<file path="config.mk">
export PLATFORM = sky130hd
export DESIGN_NAME = dmem_arbiter
export DESIGN_NICKNAME = d
export VERILOG_FILES = /design/src/rtl/dmem_arbiter.sv
export SDC_FILE = /design/constraint.sdc
export NUM_CORES = 1
export LEC_CHECK = 0
export BUFFER_PORTS_ARGS = -buffer_cell sky130_fd_sc_hd__buf_2
export CORE_AREA = 2 2 106 108
export CTS_CLUSTER_SIZE = 24
export DETAILED_ROUTE_END_ITERATION = 7
export DIE_AREA = 0 0 108 110
export GPL_ROUTABILITY_DRIVEN = 0
export MAX_ROUTING_LAYER = met4
export SKIP_LAST_GASP = 1
export SYNTH_ARGS = -nofsm -noshare
export SYNTH_HDL_FRONTEND = slang
export SYNTH_SLANG_ARGS = --single-unit
</file>
<file path="constraint.sdc">
create_clock -name clk -period 2.2 [get_ports clk]
set_input_delay 0.44 -clock clk [delete_from_list [all_inputs] [get_ports clk]]
set_output_delay 0.44 -clock clk [all_outputs]
set_load 0.005 [all_outputs]
</file>
<file path="src/rtl/dmem_arbiter.sv">
// dmem_arbiter: round-robin arbiter sharing the data memory between two requesters.
// Optional bounded burst lock enabled by defining DMEM_ARB_LOCK_EN.
module dmem_arbiter #(
  parameter int DEPTH     = 16,
  parameter int MAX_BURST = 8
) (
  input  logic        clk,
  input  logic        reset,
  input  logic [1:0]  req_valid,
  input  logic [1:0]  req_write,
  input  logic [1:0]  req_lock,
  input  logic [31:0] req_addr0,
  input  logic [31:0] req_addr1,
  input  logic [31:0] req_wdata0,
  input  logic [31:0] req_wdata1,
  output logic [1:0]  req_ack,
  output logic [1:0]  req_err,
  output logic [31:0] req_rdata,
  output logic [31:0] mem_addr,
  output logic [31:0] mem_write_data,
  output logic        mem_read,
  output logic        mem_write,
  input  logic [31:0] mem_read_data
);

  typedef enum logic [1:0] {
    IDLE,
    SERVE0,
    SERVE1
  } state_t;

  localparam logic [29:0] DEPTH_W = 30'(DEPTH);

  state_t      state, state_nxt;
  logic        last, last_nxt;
  logic        serving;
  logic        sel;
  logic [31:0] cur_addr;
  logic [31:0] cur_wdata;
  logic        cur_valid;
  logic        cur_write;
  logic        cur_bad;
  logic        stay;

  assign serving   = (state != IDLE);
  assign sel       = (state == SERVE1);
  assign cur_addr  = sel ? req_addr1 : req_addr0;
  assign cur_wdata = sel ? req_wdata1 : req_wdata0;
  assign cur_valid = req_valid[sel];
  assign cur_write = req_write[sel];
  assign cur_bad   = (|cur_addr[1:0]) ||
                     (cur_addr[31:2] >= DEPTH_W);

`ifdef DMEM_ARB_LOCK_EN
  localparam int BW = $clog2(MAX_BURST) + 1;
  localparam logic [BW-1:0] LIM = BW'(MAX_BURST - 1);

  logic [BW-1:0] burst_cnt, burst_nxt;
  logic          oth_valid;

  assign oth_valid = sel ? req_valid[0] : req_valid[1];
  assign stay = cur_valid && req_lock[sel] &&
                ((burst_cnt < LIM) || !oth_valid);

  // Burst counter: cleared outside a locked run, saturates at all-ones.
  always_comb begin
    burst_nxt = '0;
    if (serving && stay) begin
      burst_nxt = (&burst_cnt) ? burst_cnt
                               : burst_cnt + BW'(1);
    end
  end

  // Burst counter register.
  always_ff @(posedge clk or posedge reset) begin
    if (reset) burst_cnt <= '0;
    else       burst_cnt <= burst_nxt;
  end
`else
  logic unused_lock;
  assign unused_lock = ^req_lock;
  assign stay = 1'b0;
`endif

  // Next state: round-robin grant from IDLE, optional locked stay.
  always_comb begin
    state_nxt = state;
    last_nxt  = last;
    unique case (state)
      IDLE: begin
        if (req_valid[0] && (!req_valid[1] || last)) begin
          state_nxt = SERVE0;
          last_nxt  = 1'b0;
        end else if (req_valid[1]) begin
          state_nxt = SERVE1;
          last_nxt  = 1'b1;
        end
      end
      SERVE0, SERVE1: begin
        state_nxt = stay ? state : IDLE;
      end
      default: state_nxt = IDLE;
    endcase
  end

  // State and last-grant registers; last=1 lets requester 0 win the first tie.
  always_ff @(posedge clk or posedge reset) begin
    if (reset) begin
      state <= IDLE;
      last  <= 1'b1;
    end else begin
      state <= state_nxt;
      last  <= last_nxt;
    end
  end

  // Memory strobes and requester responses driven from the served port.
  always_comb begin
    req_ack        = '0;
    req_err        = '0;
    req_rdata      = '0;
    mem_addr       = '0;
    mem_write_data = '0;
    mem_read       = 1'b0;
    mem_write      = 1'b0;
    if (serving) begin
      mem_addr       = cur_addr;
      mem_write_data = cur_wdata;
      if (cur_valid) begin
        req_ack[sel] = 1'b1;
        req_err[sel] = cur_bad;
        if (!cur_bad) begin
          mem_write = cur_write;
          mem_read  = !cur_write;
          if (!cur_write) req_rdata = mem_read_data;
        end
      end
    end
  end

endmodule

</file>
==> impl_metrics.json, run 1 <==
{
  "drv_cap": 0,
  "clock-sinks": 3,
  "regToRegEndpoint": "last$_DFFE_PP1P_",
  "worst-slew-pin-transition_ns": 0.6630,
  "dieArea_sq_um": 11880,
  "grt_max_degree": 66,
  "max-vdd-ir-drop_mv": 0.4875,
  "rrSetupSlack_ns": 0.82,
  "leakage_nw": 1.853,
  "std_cell_rows": 38,
  "finalHoldViolCount": 0,
  "worst_skew_pair.late_latency_ns": 0.22,
  "clkPwrFrac": 0.112,
  "p_int_mw": 0.8327,
  "path_cells": "buf_2 -> nor4_1 -> nand2b_4 -> a2bb2o_4 -> buf_12 -> and4_1 -> buf_2",
  "worstPathArrival_ns": 1.91,
  "ioPinCount": 270,
  "placed_cells": 567,
  "path_clk_slew_ns": 0.03,
  "num_vias": 2647,
  "cts_buffers": 3,
  "drt_first_pass_iters": 4,
  "coreArea_sq_um": 10700,
  "rr_worst_depth": 4,
  "grt_pass1_wl_um": 12030,
  "wl_per_cell_um": 16.07,
  "setup_viol": 36,
  "grt_setup_unrepaired": "true",
  "grt_pass1_vias": 2349,
  "start_util": 0.1204,
  "cp.required_ns": 1.76,
  "power.density_nw_per_um2": 459.1,
  "syn2layout_area_growth_pct": 144.2,
  "critPathCaptureType": "output port",
  "clock.fmax_mhz": 425.7,
  "fin_nets": 609,
  "dpl.hpwl_um": 7404,
  "avgViaCountPerCell": 4.540,
  "synth.avg_cell_area_sq_um": 7.851,
  "cp_max_fo": 34,
  "clockBufferDepth": 2,
  "instances_no_fill": 583,
  "cp-start-kind": "input pin",
  "p_seq_frac": 0.067,
  "syn_inst": 164,
  "numPortBuffers": 267,
  "setup_slack_ns": -0.1493,
  "h-tree-depth": 1,
  "timing.final.crit_share": 1.068,
  "swShare": 0.4232,
  "maxSlewViolCount": 0,
  "antenna_found_initial": 2,
  "combPwrFrac": 0.822,
  "syn_nets": 332,
  "yosysWarnings": 0,
  "critical_path_class": "input pin to output port",
  "hp-class": "input pin to async pin",
  "cts_tree": "done",
  "critPathBufInv": 3,
  "crit_family": "simple AND/OR/NAND/NOR gates",
  "grt_usage": 0.1297,
  "overflow": 0,
  "die-height_um": 110,
  "crit_path_max_incr_delay_ns": 0.56,
  "whs_ns": 0.08069,
  "drc": 0,
  "reg2reg_from": "state[0]$_DFFE_PP0P_",
  "drtIter0Drc": 112,
  "root_buffer": "clkbuf_8",
  "die_w_um": 108,
  "cpMostUsedCell": "buf_2",
  "fin_crit_ns": 2.349,
  "drive_gt1_frac": 0.7136,
  "crit_slowest_cell": "nor4_1",
  "syn-cell-area_sq_um": 1287,
  "status": "finished, violations left",
  "finalClockSkew_ns": 0.002367,
  "wl_um": 9371,
  "relSlewSlack": 0.5580,
  "yosysUniqueCellTypes": 23,
  "postRouteAntennaNets": 0,
  "ys_seq_area_frac": 0.05928,
  "switchingPower_mw": 0.6110,
  "violations": "negative setup slack",
  "synth_seq_cells": 3
}
Yosys cell counts:
master / number / area [sq um]
a21oi_1: 5 / 25.02
a22o_1: 65 / 569.3
a2bb2o_1: 1 / 10.01
a31oi_1: 1 / 6.260
and2b_1: 1 / 7.510
and3_1: 2 / 12.51
and4_1: 33 / 289.0
buf_1: 6 / 22.52
buf_2: 3 / 15.01
buf_6: 3 / 33.78
clkbuf_1: 11 / 41.29
dfrtp_1: 2 / 50.05
dfstp_2: 1 / 26.28
inv_1: 4 / 15.01
nand2_1: 5 / 18.77
nand2b_1: 1 / 6.260
nand3_1: 1 / 5.000
nand4_1: 1 / 6.260
nor2_1: 2 / 7.510
nor4_1: 13 / 81.33
o22ai_1: 1 / 6.260
o31ai_4: 1 / 21.27
or4_4: 1 / 11.26
cells in the final DEF (no fill, tap or decap):
| master | n |
|---|---|
| nor4_1 | 7 |
| buf_6 | 6 |
| buf_12 | 3 |
| dfrtp_2 | 1 |
| nand2b_4 | 1 |
| nand2_2 | 2 |
| and3_1 | 2 |
| and4_1 | 33 |
| buf_4 | 17 |
| nand3_1 | 1 |
| nor2_1 | 2 |
| dfstp_2 | 1 |
| dfrtp_1 | 1 |
| buf_16 | 1 |
| a2bb2o_4 | 1 |
| diode_2 | 3 |
| nor4_2 | 6 |
| o22ai_4 | 1 |
| and2b_4 | 1 |
| clkbuf_1 | 1 |
| or4_4 | 1 |
| clkbuf_8 | 3 |
| a21oi_1 | 5 |
| buf_2 | 266 |
| a31oi_1 | 1 |
| clkbuf_16 | 2 |
| inv_1 | 4 |
| nand2_1 | 3 |
| nand4_1 | 1 |
| o31ai_4 | 1 |
| a22o_1 | 65 |
routing by layer:
| metal | part of all wire | GRT usage |
|---|---|---|
| met1 | 0.42 | 0.1643 |
| met5 | 0 | - |
| met3 | 0.077 | 0.02058 |
| met2 | 0.50 | 0.2233 |
| met4 | 0.0041 | 0.01923 |
worst max-delay path by stage:
stage | startpoint | to | slack [ns] | cells past startpoint
floorplan | req_addr0[1] | req_rdata[25] | 0.12 | 4
global placement | req_addr0[23] | req_rdata[14] | -0.20 | 8
detailed placement | req_addr0[13] | req_rdata[14] | -0.18 | 7
CTS | req_addr0[23] | req_rdata[14] | -0.16 | 9
global route | req_addr0[7] | req_rdata[28] | -0.20 | 7
finish | req_addr0[7] | req_rdata[14] | -0.15 | 7
power by group through the flow:
stage	clock, mW	combinational [mW]	sequential, mW
floorplan	0	0.536	0.0928
global placement	0	1.07	0.0946
detailed placement	0	1.09	0.0969
CTS	0.167	1.12	0.0967
global route	0.172	1.30	0.0991
finish	0.161	1.19	0.0960
cell type report:
| class | count | area (sq um) |
|---|---|---|
| fillers | 1160 | 7553 |
| repair buffers | 295 | 1664 |
| multi-input cells | 134 | 1160 |
| well taps | 140 | 175.2 |
| flip-flops and latches | 3 | 77.57 |
| clock buffers | 4 | 45.04 |
| inverters | 4 | 15.01 |
| diodes | 3 | 7.507 |
flip-flops by register name, summed over array words and instances (netlist names):
| signal | cells |
|---|---|
| last | 1 |
| state | 2 |
cell families (layout without fill, tap and decap cells):
kind of cell	Yosys count	in the layout	synth area share
other	0	3	0
AOI/OAI and AO/OA	74	74	0.4956
and+or+nand+nor	60	60	0.3460
DFF	3	3	0.05929
buffers and inverters	27	303	0.09912
worst register-to-register path, cell delays in order, from the launching register on:
cell and delay [ns]:
dfrtp_2 0.35, buf_4 0.51, nor2_1 0.18, a21oi_1 0.18, a31oi_1 0.06
metrics by stage:
step | total power, mW | TNS (ns) | setup slack [ns] | util | area (sq um)
2_1_floorplan | 0.6291 | 0 | 0.1183 | - | 1287
3_3_place_gp | 1.161 | -5.343 | -0.2019 | 0.2670 | 2856
3_5_place_dp | 1.188 | -5.200 | -0.1794 | 0.2670 | 2856
4_1_cts | 1.386 | -6.365 | -0.1635 | 0.2794 | 2989
5_1_grt | 1.567 | -6.187 | -0.1958 | 0.2937 | 3142
6_report | 1.444 | -4.336 | -0.1493 | 0.2939 | 3144
timing repair:
action,4_1_cts,5_1_grt
hold buffers,0,0
hold endpoints to repair,0,0
gates resized for setup,9,16
setup buffers,3,1
cloned,1,4
endpoints found under the setup margin,36,72
pin swaps,0,5
Power figures use the tool's default switching activity.
==> run 2, diff against run 1 <==
--- a/config.mk
+++ b/config.mk
@@ -5,11 +5,12 @@
 export SDC_FILE = /design/constraint.sdc
 export NUM_CORES = 1
 export LEC_CHECK = 0
+export ABC_AREA = 1
 export BUFFER_PORTS_ARGS = -buffer_cell sky130_fd_sc_hd__buf_2
-export CORE_AREA = 2 2 106 108
+export CORE_AREA = 2 2 104 106
 export CTS_CLUSTER_SIZE = 24
 export DETAILED_ROUTE_END_ITERATION = 7
-export DIE_AREA = 0 0 108 110
+export DIE_AREA = 0 0 106 108
 export GPL_ROUTABILITY_DRIVEN = 0
 export MAX_ROUTING_LAYER = met4
 export SKIP_LAST_GASP = 1
==> impl_metrics.json, run 2 <==
{
  "ioPinCount": 270,
  "setup_tns_ns": -11.76,
  "yosysTopAreaCell": "nand2_1",
  "drtIter0Drc": 145,
  "worst_skew_pair.late_latency_ns": 0.21,
  "worst-slew-pin-transition_ns": 0.3828,
  "coreArea_sq_um": 10230,
  "crit_slowest_cell": "dfrtp_2",
  "status": "finished, violations left",
  "relSlewSlack": 0.7448,
  "yosys-top-cells-count": "92 x nand2_1, 83 x inv_1, 43 x nor2_1, 36 x a22o_1, 30 x nor2_2",
  "wl_per_cell_um": 12.43,
  "violations": "negative setup slack",
  "cp-start-kind": "register",
  "worstPathArrival_ns": 2.12,
  "fill_cells": 1195,
  "synth_most_common_cell": "nand2_1",
  "drive_gt1_frac": 0.5866,
  "leakage_nw": 2.526,
  "synth_seq_cells": 3,
  "syn-cell-area_sq_um": 1710,
  "grt_pass1_wl_um": 12700,
  "cp.required_ns": 1.76,
  "ctsHoldBuffers": 0,
  "postRouteAntennaNets": 0,
  "cts_buffers": 3,
  "finalPower_mw": 2.083,
  "avgViaCountPerCell": 3.932,
  "dieArea_sq_um": 11450,
  "critical_path_class": "register to output port",
  "finalClockSkew_ns": 0.002449,
  "start_util": 0.1672,
  "cpMostUsedCell": "nand2_1",
  "reg_top3": "state (2), last (1)",
  "synth.avg_cell_area_sq_um": 5.152,
  "synth_top_cell_area_share": 0.2019,
  "cts_tree": "done",
  "mostFrequentLayoutCell": "buf_2",
  "dpl.hpwl_um": 7728,
  "std_cell_rows": 37,
  "largest_register_ffs": 2,
  "die-height_um": 108,
  "root_buffer": "clkbuf_8",
  "grt_pass1_vias": 2513,
  "fin_crit_ns": 2.558,
  "mostFrequentLayoutCells": "267 x buf_2, 83 x inv_1, 83 x nand2_1, 38 x nor2_1, 36 x a22o_1",
  "yosysWarnings": 0,
  "drv_cap": 0,
  "ys_seq_area_frac": 0.04462,
  "synth-edff-count": 0,
  "h-tree-depth": 1,
  "path_clk_slew_ns": 0.03,
  "placed_cells": 754,
  "netlist_top_cells_area": "nand2_1 20%, a22o_1 18%, inv_1 18%",
  "syn_nets": 500,
  "critPathCaptureType": "output port",
  "maxSlewViolCount": 0,
  "clockBufferDepth": 2,
  "die_w_um": 106,
  "instances_no_fill": 766,
  "reg2reg_from": "state[0]$_DFFE_PP0P_",
  "clock.fmax_mhz": 390.9,
  "yosysUniqueCellTypes": 22,
  "drt_first_pass_iters": 4,
  "numPortBuffers": 267,
  "grt_max_degree": 38,
  "num_vias": 3012,
  "syn_inst": 332,
  "whs_ns": 0.08280,
  "hp-class": "input pin to async pin",
  "cp_max_fo": 8,
  "crit_path_max_incr_delay_ns": 0.45,
  "drc": 0,
  "crit_start": "state[0]$_DFFE_PP0P_",
  "finalHoldViolCount": 0,
  "max-vdd-ir-drop_mv": 0.2768,
  "setup_slack_ns": -0.3585,
  "antenna_found_initial": 1,
  "fin_nets": 798,
  "clock-sinks": 3,
  "final_core_util": 0.3599,
  "wl_um": 9522,
  "timing.final.crit_share": 1.163,
  "regMostFlops": "state",
  "path_cells": "nor2_4 -> buf_12 -> buf_8 -> nand2_1 -> nand2_1 -> nand2_1 -> nor2_1 -> nand2_2 -> nor2_4 -> nand3_4 -> clkbuf_16 -> nor2_1 -> buf_2",
  "setup_viol": 36,
  "syn2layout_area_growth_pct": 115.3,
  "synth_ff_type": "dfrtp_1",
  "async_flop_share": 1.000,
  "overflow": 0,
  "grt_usage": 0.1443,
  "power.density_nw_per_um2": 565.6,
  "grt_setup_unrepaired": "true"
}
run 2: changes by cell type in the layout (fill, tap and decap cells not counted), sizes merged, moves of 13 or more:
cell	delta
buf	+15
nor2	+73
inv	+80
nand2	+89
nor4	-13
a22o	-29
and4	-33
run 2: stage by stage:
step / setup slack, ns / cell area (sq um)
finish: -0.3585 / 3682
global placement: -0.1430 / 3416
CTS: -0.3382 / 3516
floorplan: 0.1128 / 1710
detailed placement: -0.1485 / 3416
global route: -0.5087 / 3682
run 2: path summary, 6_finish.rpt:
| kind | slack, ns | cells past startpoint | end |
|---|---|---|---|
| max | -0.36 | 13 | req_rdata[0] |
| min | 0.08 | 2 | state[1]$_DFFE_PP0P_ |
| max reg2reg | 0.57 | 6 | last$_DFFE_PP1P_ |
| min reg2reg | 0.48 | 2 | last$_DFFE_PP1P_ |
| max in group asynchronous | 1.91 | 2 | last$_DFFE_PP1P_ |
| min in group clk | 0.48 | 2 | last$_DFFE_PP1P_ |
run 2: final cells by class:
cell class / count / area, sq um / share of cell area
antenna: 1 / 2.502 / 0.0006796
clock buffer: 4 / 45.04 / 0.01223
inverter: 84 / 320.3 / 0.08699
multi-input combinational: 227 / 1276 / 0.3466
sequential: 3 / 77.57 / 0.02107
tap: 136 / 170.2 / 0.04621
timing repair buffer: 311 / 1790 / 0.4862
run 2: report_power, final:
| group | leakage, nW | total [mW] | switching [mW] | internal (mW) |
|---|---|---|---|---|
| Clock | 0.0228 | 0.159 | 0.0353 | 0.123 |
| Combinational | 2.47 | 1.82 | 0.911 | 0.912 |
| Sequential | 0.0350 | 0.101 | 0.0188 | 0.0825 |
run 2: critical path: cells and delay by family, from the launching register on:
family / cells / cell delay (ns)
DFF: 1 / 0.45
and+or+nand+nor: 9 / 0.90
buffers and inverters: 4 / 0.56
run 2: cells by family after synthesis:
group,count (synthesis),synth area share
AOI/OAI and AO/OA,47,0.2194
buffers and inverters,103,0.2597
DFF,3,0.04463
and+or+nand+nor,179,0.4762
run 2: per-layer routing:
metal  wire, um  track usage
met4         63      0.02632
met5          0            -
met3        627      0.02712
met1       3896       0.1725
met2       4934       0.2558
run 2: what timing repair did:
action | 4_1_cts | 5_1_grt
setup endpoints to repair | 64 | 78
gates resized for setup | 11 | 25
cloned | 1 | 4
hold endpoints to repair | 0 | 0
buffers inserted | 2 | 2
pin swaps | 3 | 7
